File: src/rtl/instr_fetch_unit.sv
`default_nettype none
// ============================================================================
// Module      : instr_fetch_unit
// Description : Front-end fetch stage. Owns the program counter and issues
//               word reads to instruction memory over a single-outstanding
//               request/response interface. The returned instruction is held
//               for decode with a valid/ready handshake. A redirect from
//               execute (taken branch or jump) retargets the PC and squashes
//               any fetch still in flight.
//
// Ports
//   clk             in   1   system clock, rising edge
//   rst_n           in   1   asynchronous active-low reset
//   redirect_valid  in   1   one-cycle pulse, taken branch/jump
//   redirect_pc     in  32   redirect target, bits [1:0] ignored
//   imem_req        out  1   read request, one cycle per fetch
//   imem_addr       out 32   word address of the request
//   imem_rvalid     in   1   read data valid
//   imem_rdata      in  32   instruction word
//   instr           out 32   held instruction (NOP_INSTR when not valid)
//   instr_valid     out  1   instr / instr_pc valid
//   instr_ready     in   1   consumer accepts when valid && ready
//   instr_pc        out 32   PC of the held instruction
//   pc_plus4        out 32   instr_pc + 4, wraps mod 2^32
//
// Revision    : 1.0 - initial release
// ============================================================================
module instr_fetch_unit #(
    parameter logic [31:0] RESET_PC  = 32'h0000_0000,
    parameter logic [31:0] NOP_INSTR = 32'h0000_0013
) (
    input  logic        clk,
    input  logic        rst_n,
    input  logic        redirect_valid,
    input  logic [31:0] redirect_pc,
    output logic        imem_req,
    output logic [31:0] imem_addr,
    input  logic        imem_rvalid,
    input  logic [31:0] imem_rdata,
    output logic [31:0] instr,
    output logic        instr_valid,
    input  logic        instr_ready,
    output logic [31:0] instr_pc,
    output logic [31:0] pc_plus4
);

    // S_REQ  : request may be issued this cycle
    // S_WAIT : request outstanding, waiting for its response
    // S_HOLD : instruction held for the consumer
    // S_DROP : outstanding response was squashed by a redirect; swallow it
    typedef enum logic [1:0] {
        S_REQ  = 2'd0,
        S_WAIT = 2'd1,
        S_HOLD = 2'd2,
        S_DROP = 2'd3
    } state_t;

    state_t      state_q,       state_d;
    logic [31:0] fetch_pc_q,    fetch_pc_d;
    logic [31:0] instr_q,       instr_d;
    logic [31:0] instr_pc_q,    instr_pc_d;
    logic        instr_valid_q, instr_valid_d;

    logic [31:0] redirect_target;
    logic        accept;
    logic        unused_redirect_lsbs;

    // Instruction addresses are always word aligned; the low target bits
    // from execute carry no information here.
    assign redirect_target      = {redirect_pc[31:2], 2'b00};
    assign unused_redirect_lsbs = ^redirect_pc[1:0];

    assign accept = instr_valid_q && instr_ready;

    // ------------------------------------------------------------------
    // Next-state and datapath update
    // ------------------------------------------------------------------
    always_comb begin
        state_d       = state_q;
        fetch_pc_d    = fetch_pc_q;
        instr_d       = instr_q;
        instr_pc_d    = instr_pc_q;
        instr_valid_d = instr_valid_q;

        case (state_q)
            S_REQ: begin
                // A redirect here suppresses the request so the stale
                // address never reaches memory. Any rvalid seen in this
                // state is spurious and deliberately ignored.
                if (redirect_valid) begin
                    fetch_pc_d = redirect_target;
                end else begin
                    state_d = S_WAIT;
                end
            end

            S_WAIT: begin
                if (redirect_valid) begin
                    // The response belongs to the squashed path. If it is
                    // arriving right now it is simply dropped; otherwise
                    // wait for it in S_DROP so it cannot be mistaken for
                    // the response to the next request.
                    fetch_pc_d = redirect_target;
                    state_d    = imem_rvalid ? S_REQ : S_DROP;
                end else if (imem_rvalid) begin
                    instr_d       = imem_rdata;
                    instr_pc_d    = fetch_pc_q;
                    instr_valid_d = 1'b1;
                    state_d       = S_HOLD;
                end
            end

            S_HOLD: begin
                // Redirect has priority over a same-cycle accept: the held
                // instruction is on the wrong path either way, and the
                // sequential PC must not be used.
                if (redirect_valid) begin
                    fetch_pc_d    = redirect_target;
                    instr_valid_d = 1'b0;
                    instr_d       = NOP_INSTR;
                    state_d       = S_REQ;
                end else if (accept) begin
                    fetch_pc_d    = fetch_pc_q + 32'd4;
                    instr_valid_d = 1'b0;
                    instr_d       = NOP_INSTR;
                    state_d       = S_REQ;
                end
            end

            S_DROP: begin
                if (redirect_valid) begin
                    fetch_pc_d = redirect_target;
                end
                if (imem_rvalid) begin
                    state_d = S_REQ;
                end
            end

            default: begin
                state_d = S_REQ;
            end
        endcase
    end

    // ------------------------------------------------------------------
    // State registers
    // ------------------------------------------------------------------
    always_ff @(posedge clk or negedge rst_n) begin
        if (!rst_n) begin
            state_q       <= S_REQ;
            fetch_pc_q    <= RESET_PC;
            instr_q       <= NOP_INSTR;
            instr_pc_q    <= RESET_PC;
            instr_valid_q <= 1'b0;
        end else begin
            state_q       <= state_d;
            fetch_pc_q    <= fetch_pc_d;
            instr_q       <= instr_d;
            instr_pc_q    <= instr_pc_d;
            instr_valid_q <= instr_valid_d;
        end
    end

    // ------------------------------------------------------------------
    // Outputs
    // ------------------------------------------------------------------
    // The state register already sits in S_REQ during reset, so the
    // request is gated by rst_n to keep memory quiet until release.
    assign imem_req    = rst_n && (state_q == S_REQ) && !redirect_valid;
    assign imem_addr   = fetch_pc_q;
    assign instr       = instr_valid_q ? instr_q : NOP_INSTR;
    assign instr_valid = instr_valid_q;
    assign instr_pc    = instr_pc_q;
    assign pc_plus4    = instr_pc_q + 32'd4;

endmodule
`default_nettype wire
File: config.mk
export PLATFORM = sky130hd
export DESIGN_NAME = instr_fetch_unit
export DESIGN_NICKNAME = d
export VERILOG_FILES = /design/src/rtl/instr_fetch_unit.sv
export SDC_FILE = /design/constraint.sdc
export NUM_CORES = 1
export LEC_CHECK = 0
export ABC_CLOCK_PERIOD_IN_PS = 6000
export CAP_MARGIN = 40
export CORE_MARGIN = 2
export CORE_UTILIZATION = 48
export DETAILED_ROUTE_END_ITERATION = 6
export GPL_TIMING_DRIVEN = 0
export PLACE_DENSITY = 0.87
export SLEW_MARGIN = 15
export SYNTH_ARGS = -nofsm -noshare
export SYNTH_HDL_FRONTEND = slang
export SYNTH_SLANG_ARGS = --single-unit
File: constraint.sdc
create_clock -name clk -period 6 [get_ports clk]
set_input_delay 0.6 -clock clk [delete_from_list [all_inputs] [get_ports clk]]
set_output_delay 0.6 -clock clk [all_outputs]
set_load 0.05 [all_outputs]
==> run_results.csv, run 1 <==
group,metric,value,unit
run_status,status,"finished, final reports clean",
floorplanning,die_h,107.1,um
global_routing,grt_max_degree,58,
worst_hold_path,hp-class,"primary input to async pin",
final_layout,antenna_cells,0,
clock_tree,cts_root_buf,"clkbuf_8",
power,powerDensity,522.6,nW/um2
worst_setup_path,r2r_start,"state_q[0]$_DFFE_PN0P_",
clock_tree,cts_tree,"done",
place,place_inst,896,
detailed_routing,wl_met3,1283,um
final_layout,seq_area,2381,um2
worst_setup_path,crit_chain,"clkdlybuf4s50_1 -> clkbuf_1 -> buf_1 -> nor4b_1 -> clkdlybuf4s50_1",
yosys,async_reset_ff_frac,1.000,
yosys,synth_edf_count,0,
detailed_routing,vias,5205,
final_layout,multi_input_area,2497,um2
timing,rsz0062_at_grt,"false",
power,p_comb_frac,0.583,
floorplanning,core-area,10320,um2
clock_tree,h-tree-depth,3,
timing,drv_slew,0,
yosys,seq_area_frac_synth,0.4670,
detailed_routing,met2WireLength,7850,um
yosys,ys_seq_elements,95,
power,p_leak,3.137,nW
clock_tree,cts_buffers,9,
worst_setup_path,cp_data_arrival_time,3.01,ns
worst_setup_path,cp_common_cell,"clkdlybuf4s50_1",
detailed_routing,routed_wl,16090,um
timing,skew,0.009693,ns
final_layout,final_common_cell,"clkdlybuf4s50_1",
clock_tree,ctsResizeCount,0,
timing,worst_slew_margin_rel,0.4097,
final_layout,area_growth,46.21,%
power,p_seq_frac,0.296,
worst_setup_path,critPathSlowestCell,"clkdlybuf4s50_1",
detailed_routing,post-route-drc-count,0,
worst_setup_path,cp.required,5.40,ns
global_routing,track_usage,0.2872,
clock_tree,clk_pin_slew,0.10,ns
run,maxCapViolations,0,
timing,finalSetupViolCount,0,
timing,worst_pin_slew,0.8773,ns
floorplanning,dieArea,11460,um2
global_routing,antenna_found_initial,0,
worst_setup_path,cp-end-kind,"output pin",
final_layout,fillers,791,
power,power.net_switching,1.990,mW
global_routing,grt_pass1_wl,25740,um
place,portBuffers,190,
yosys,yosysWarnings,0,
place,dp_hpwl,12250,um
clock_tree,clockBufferDepth,2,
worst_setup_path,reg2reg_slack,3.67,ns
power,p_clk_frac,0.121,
detailed_routing,viasPerCell,5.701,
timing,hold_viol,0,
clock_tree,cts_sinks,95,
detailed_routing,detail-route-antenna-nets,0,
yosys,syn_inst,563,
power,intPower,1.906,mW
power,ir_drop,342.6,uV
detailed_routing,drtPass1Iterations,7,
floorplanning,die_w,107.1,um
timing,timing.final.crit_share,0.6021,
global_routing,grt_overflow,0,
global_routing,grt_pass1_vias,5035,
place,globalplace.congestion,1.027,
floorplanning,initial_core_util,0.4939,
yosys,syn_area_per_cell,9.056,um2
worst_setup_path,cp-start-kind,"primary input",
clock_tree,cts_hold_buf,0,
timing,fin_tns_setup,0,ns
floorplanning,io_pins,199,
worst_setup_path,max_stage_delay,0.72,ns
timing,fin_crit,3.613,ns
yosys,synth-main-ff-cell,"dfrtp_1",
final_layout,drive_gt1_frac,0.05405,
detailed_routing,wl_per_cell,17.62,um
timing,max_freq,276.8,MHz
worst_setup_path,cp-startpoint,"redirect_valid",
worst_setup_path,path_max_fanout,10,
final_layout,fin_cells,913,
clock_tree,cts_setup_buffers,0,
final_layout,final_cell_mix,"clkdlybuf4s50_1, nand2_1, dfrtp_1",
final_layout,final_area,7455,um2
detailed_routing,drt_iter0_drc,411,
detailed_routing,wl_met1,6517,um
floorplanning,rows,37,
place,post_dp_cell_area,7226,um2
detailed_routing,top_layer,"met4",
power,switching_share,0.5108,
yosys,synth_cell_types,54,
clock_tree,clock_latency,0.36,ns
worst_setup_path,critPathKind,"primary input to output pin",
final_layout,nets,843,
yosys,syn_area,5099,um2
==> cells in the mapped netlist, types with 2 or more instances <==
cell,count,area [um2]
and3_1,10,62.56
a311oi_1,8,70.07
dfrtp_1,92,2302
a22o_1,30,262.8
buf_4,6,45.04
a211oi_1,3,22.52
xor2_1,8,70.07
dfstp_2,3,78.83
a211o_1,2,17.52
buf_1,4,15.01
nand3_1,24,120.1
xnor2_1,22,192.7
clkbuf_1,20,75.07
nor3b_1,2,15.01
buf_6,2,22.52
nand4_1,15,93.84
nor2_1,37,138.9
nor3_1,9,45.04
nand2_1,113,424.2
a31oi_1,11,68.82
inv_1,9,33.78
o31ai_1,12,90.09
or3_1,3,18.77
nand2b_1,2,12.51
nor4_1,9,56.30
and4_1,4,35.03
a21o_1,2,15.01
o21ai_0,14,70.07
o32ai_1,3,26.28
a21oi_1,18,90.09
or4_1,11,82.58
ha_1,2,25.02
and2_1,29,181.4
buf_2,4,20.02
==> state kept, by name (all words and copies together), names as in the netlist <==
register and cells:
instr_q 32, instr_valid 1, imem_addr 30, instr_pc 30
state_q 2
==> power groups by stage <==
stage | clock network [mW] | registers (mW) | logic [mW]
floorplan | 0 | 1.51 | 1.10
global placement | 0 | 1.14 | 2.22
detailed placement | 0 | 1.15 | 2.27
CTS | 0.474 | 1.15 | 2.28
global route | 0.501 | 1.19 | 2.38
finish | 0.473 | 1.15 | 2.27
==> cells by family after synthesis <==
family | share of synthesized area
AO/OA/AOI/OAI | 0.1517
XOR/XNOR | 0.05153
flip-flops | 0.4670
other | 0.0007355
buffers and inverters | 0.04687
AND/OR/NAND/NOR | 0.2753
adder cells (fa/ha/maj) | 0.004907
multiplexers | 0.001963
==> metal layers <==
metal	global-route usage	vias to the layer above
met5	0	-
met3	0.05532	46
met2	0.4589	275
li1	-	2428
met4	0.09926	0
met1	0.3923	2456
==> critical path, delay by kind of cell <==
family,cells,cell delay (ns)
AND/OR/NAND/NOR,1,0.11
buffers and inverters,4,2.30
==> through the flow <==
step	hold slack (ns)	setup slack, ns	utilization	power [mW]
global placement	0.4639	0.05194	0.6964	3.363
detailed placement	0.4740	2.458	0.6999	3.419
CTS	0.2248	2.407	0.7216	3.898
global route	0.2381	2.147	0.7221	4.071
finish	0.2128	2.387	0.7221	3.896
floorplan	0.3044	2.674	-	2.610
==> path summary, 6_finish.rpt <==
path / cells after the start / endpoint
worst min-delay path: 1 / instr_q[20]$_DFFE_PN0P_
max in group asynchronous: 2 / instr_q[4]$_DFFE_PN1P_
worst max register to register: 6 / imem_addr[16]$_DFFE_PN0P_
worst min register to register: 2 / instr_q[0]$_DFFE_PN1P_
worst max-delay path: 5 / imem_req
min in group clk: 2 / instr_q[0]$_DFFE_PN1P_
==> cell type report <==
class                           count  area share
Buffer                             39     0.02753
Clock buffer                       11     0.01897
Clock inverter                      5     0.01108
Inverter                            9    0.004532
Multi-Input combinational cell    425      0.3350
Sequential cell                    95      0.3194
Tap cell                          136     0.02283
Timing Repair Buffer              193      0.2607
Power figures use the tool's default switching activity.
==> run 2, diff against run 1 <==
Settings changed: ABC_CLOCK_PERIOD_IN_PS 6000 to 3700, CORE_UTILIZATION 48 to 44, PLACE_DENSITY 0.87 to 0.81.
Clock period 6 ns to 3.7 ns, I/O delays scaled along.
==> run 2 against run 1 <==
Compared with the run above: setup slack lost 2.0 ns; design area increased by 1.0%; first-iteration DRC count up 46%; via count is 0.29% lower; global-route usage shrank 1.7 points; total power up 66%; sequential power grew 63%; sequential share of layout area shrank 0.32 points; register-to-register slack got worse by 2.3 ns; largest cell class unchanged; highest routed layer unchanged; die area rose by 8.7%.
==> run_results.csv, run 2 (synthesis gave the netlist of run 1 again) <==
group,metric,value,unit
run_status,status,"finished, final reports clean",
clock_tree,cts_setup_buffers,0,
timing,drv_slew,0,
detailed_routing,wl_per_cell,18.16,um
worst_setup_path,cp.required,3.33,ns
worst_setup_path,cp_data_arrival_time,2.97,ns
timing,fin_crit,3.345,ns
floorplanning,dieArea,12460,um2
final_layout,nets,842,
detailed_routing,viasPerCell,5.647,
timing,timing.final.crit_share,0.9040,
global_routing,grt_overflow,0,
floorplanning,initial_core_util,0.4484,
run,maxCapViolations,0,
timing,fin_tns_setup,0,ns
power,ir_drop,689.9,uV
final_layout,drive_gt1_frac,0.05026,
worst_setup_path,critPathTopFamily,"simple AND/OR/NAND/NOR gates",
worst_setup_path,cp-start-kind,"register",
clock_tree,cts_hold_buf,0,
detailed_routing,vias,5190,
global_routing,grt_max_degree,59,
final_layout,fillers,906,
final_layout,area_growth,47.68,%
worst_setup_path,critPathSlowestCell,"clkdlybuf4s50_1",
global_routing,antenna_found_initial,0,
timing,worst_pin_slew,0.9211,ns
detailed_routing,drt_iter0_drc,601,
place,globalplace.congestion,0.9415,
timing,hold_viol,0,
place,dp_hpwl,12570,um
worst_setup_path,crit_chain,"nand4_1 -> nor4_2 -> nand4_1 -> xnor2_1 -> clkdlybuf4s50_1",
timing,skew,0.005815,ns
place,place_inst,903,
place,portBuffers,190,
final_layout,final_area,7530,um2
timing,worst_slew_margin_rel,0.3802,
final_layout,seq_area,2381,um2
detailed_routing,routed_wl,16690,um
clock_tree,ctsResizeCount,0,
power,p_leak,3.155,nW
global_routing,track_usage,0.2700,
power,finalPower,6.480,mW
worst_setup_path,max_stage_delay,0.82,ns
final_layout,final_core_util,0.6623,
power,p_comb_frac,0.568,
global_routing,grt_pass1_wl,27020,um
final_layout,antenna_cells,0,
final_layout,largest-register,"instr_q",
floorplanning,core-area,11370,um2
power,switching_share,0.5008,
power,powerDensity,860.6,nW/um2
clock_tree,clock_latency,0.34,ns
clock_tree,cts_tree,"done",
power,intPower,3.235,mW
detailed_routing,post-route-drc-count,0,
final_layout,final_cell_mix,"clkdlybuf4s50_1, nand2_1, dfrtp_1",
worst_setup_path,critPathKind,"register to output pin",
floorplanning,die_w,111.6,um
clock_tree,clockBufferDepth,2,
clock_tree,cts_root_buf,"clkbuf_16",
clock_tree,cts_sinks,95,
timing,finalSetupViolCount,0,
timing,max_freq,299.0,MHz
final_layout,multi_input_area,2497,um2
worst_setup_path,path_max_fanout,9,
worst_setup_path,cp-end-kind,"output pin",
power,p_clk_frac,0.143,
clock_tree,cts_buffers,9,
power,power.net_switching,3.245,mW
clock_tree,clk_pin_slew,0.06,ns
detailed_routing,drtPass1Iterations,5,
worst_setup_path,crit_buf_inv,1,
floorplanning,rows,39,
worst_setup_path,cp_common_cell,"nand4_1",
global_routing,grt_pass1_vias,5079,
final_layout,final_common_cell,"clkdlybuf4s50_1",
floorplanning,io_pins,199,
floorplanning,die_h,111.6,um
power,p_seq_frac,0.289,
timing,rsz0062_at_grt,"false",
final_layout,fin_cells,919,
detailed_routing,detail-route-antenna-nets,0,
place,post_dp_cell_area,7234,um2
worst_hold_path,hp-class,"primary input to async pin",
clock_tree,h-tree-depth,3,
final_layout,largest_reg_flops,32,
[run 2: changes by cell type in the layout (fill, tap and decap cells not counted), sizes merged]
cell,change
clkinvlp,+2
clkbuf,+1
bufinv,-1
clkinv,-3
[run 2: stage by stage]
| step | hold slack (ns) | worst slack, ns |
|---|---|---|
| finish | 0.009412 | 0.3551 |
| CTS | 0.01310 | 0.3339 |
| detailed placement | 0.3782 | 0.5795 |
| global route | 0.03305 | 0.2021 |
| floorplan | 0.07441 | 0.6036 |
| global placement | 0.4626 | -1.793 |
[run 2: layout make-up]
cell class / instances / share of cell area
clock buffer: 13 / 0.03323
multi-input combinational: 425 / 0.3317
tap: 143 / 0.02376
buffer: 39 / 0.02725
inverter: 9 / 0.004487
timing repair buffer: 192 / 0.2574
clock inverter: 3 / 0.005982
sequential: 95 / 0.3162
[run 2: path summary, 6_finish.rpt]
check | startpoint | end | slack, ns | depth (start not counted)
worst min register to register | instr_q[1]$_DFFE_PN1P_ | instr_q[1]$_DFFE_PN1P_ | 0.48 | 2
worst max-delay path | instr_pc[14]$_DFFE_PN0P_ | pc_plus4[31] | 0.36 | 5
worst min-delay path | rst_n | instr_q[9]$_DFFE_PN0P_ | 0.009 | 1
worst max register to register | imem_addr[20]$_DFFE_PN0P_ | imem_addr[31]$_DFFE_PN0P_ | 1.36 | 5
min in group clk | instr_q[1]$_DFFE_PN1P_ | instr_q[1]$_DFFE_PN1P_ | 0.48 | 2
max in group asynchronous | rst_n | instr_q[4]$_DFFE_PN1P_ | 3.00 | 2
[run 2: routing by layer]
| layer | vias to the layer above | GRT usage | routed length, um |
|---|---|---|---|
| li1 | 2416 | - | - |
| met1 | 2479 | 0.3605 | 6801 |
| met2 | 254 | 0.4440 | 8371 |
| met3 | 41 | 0.04464 | 1081 |
| met4 | 0 | 0.1029 | 434 |
| met5 | - | 0 | 0 |
[run 2: power groups by stage]
stage / registers, mW / clock network [mW] / logic [mW]
after floorplan: 2.45 / 0 / 1.78
after global placement: 1.85 / 0 / 3.62
after detailed placement: 1.88 / 0 / 3.68
after CTS: 1.86 / 0.942 / 3.69
after global routing: 1.93 / 0.980 / 3.85
final: 1.87 / 0.929 / 3.68
[run 2: worst reg2reg max path, stage by stage (launching register included)]
cell      delay, ns
dfrtp_1        0.52
nand4_1        0.29
or4_1          0.57
clkbuf_1       0.20
or4_1          0.49
a31oi_1        0.19
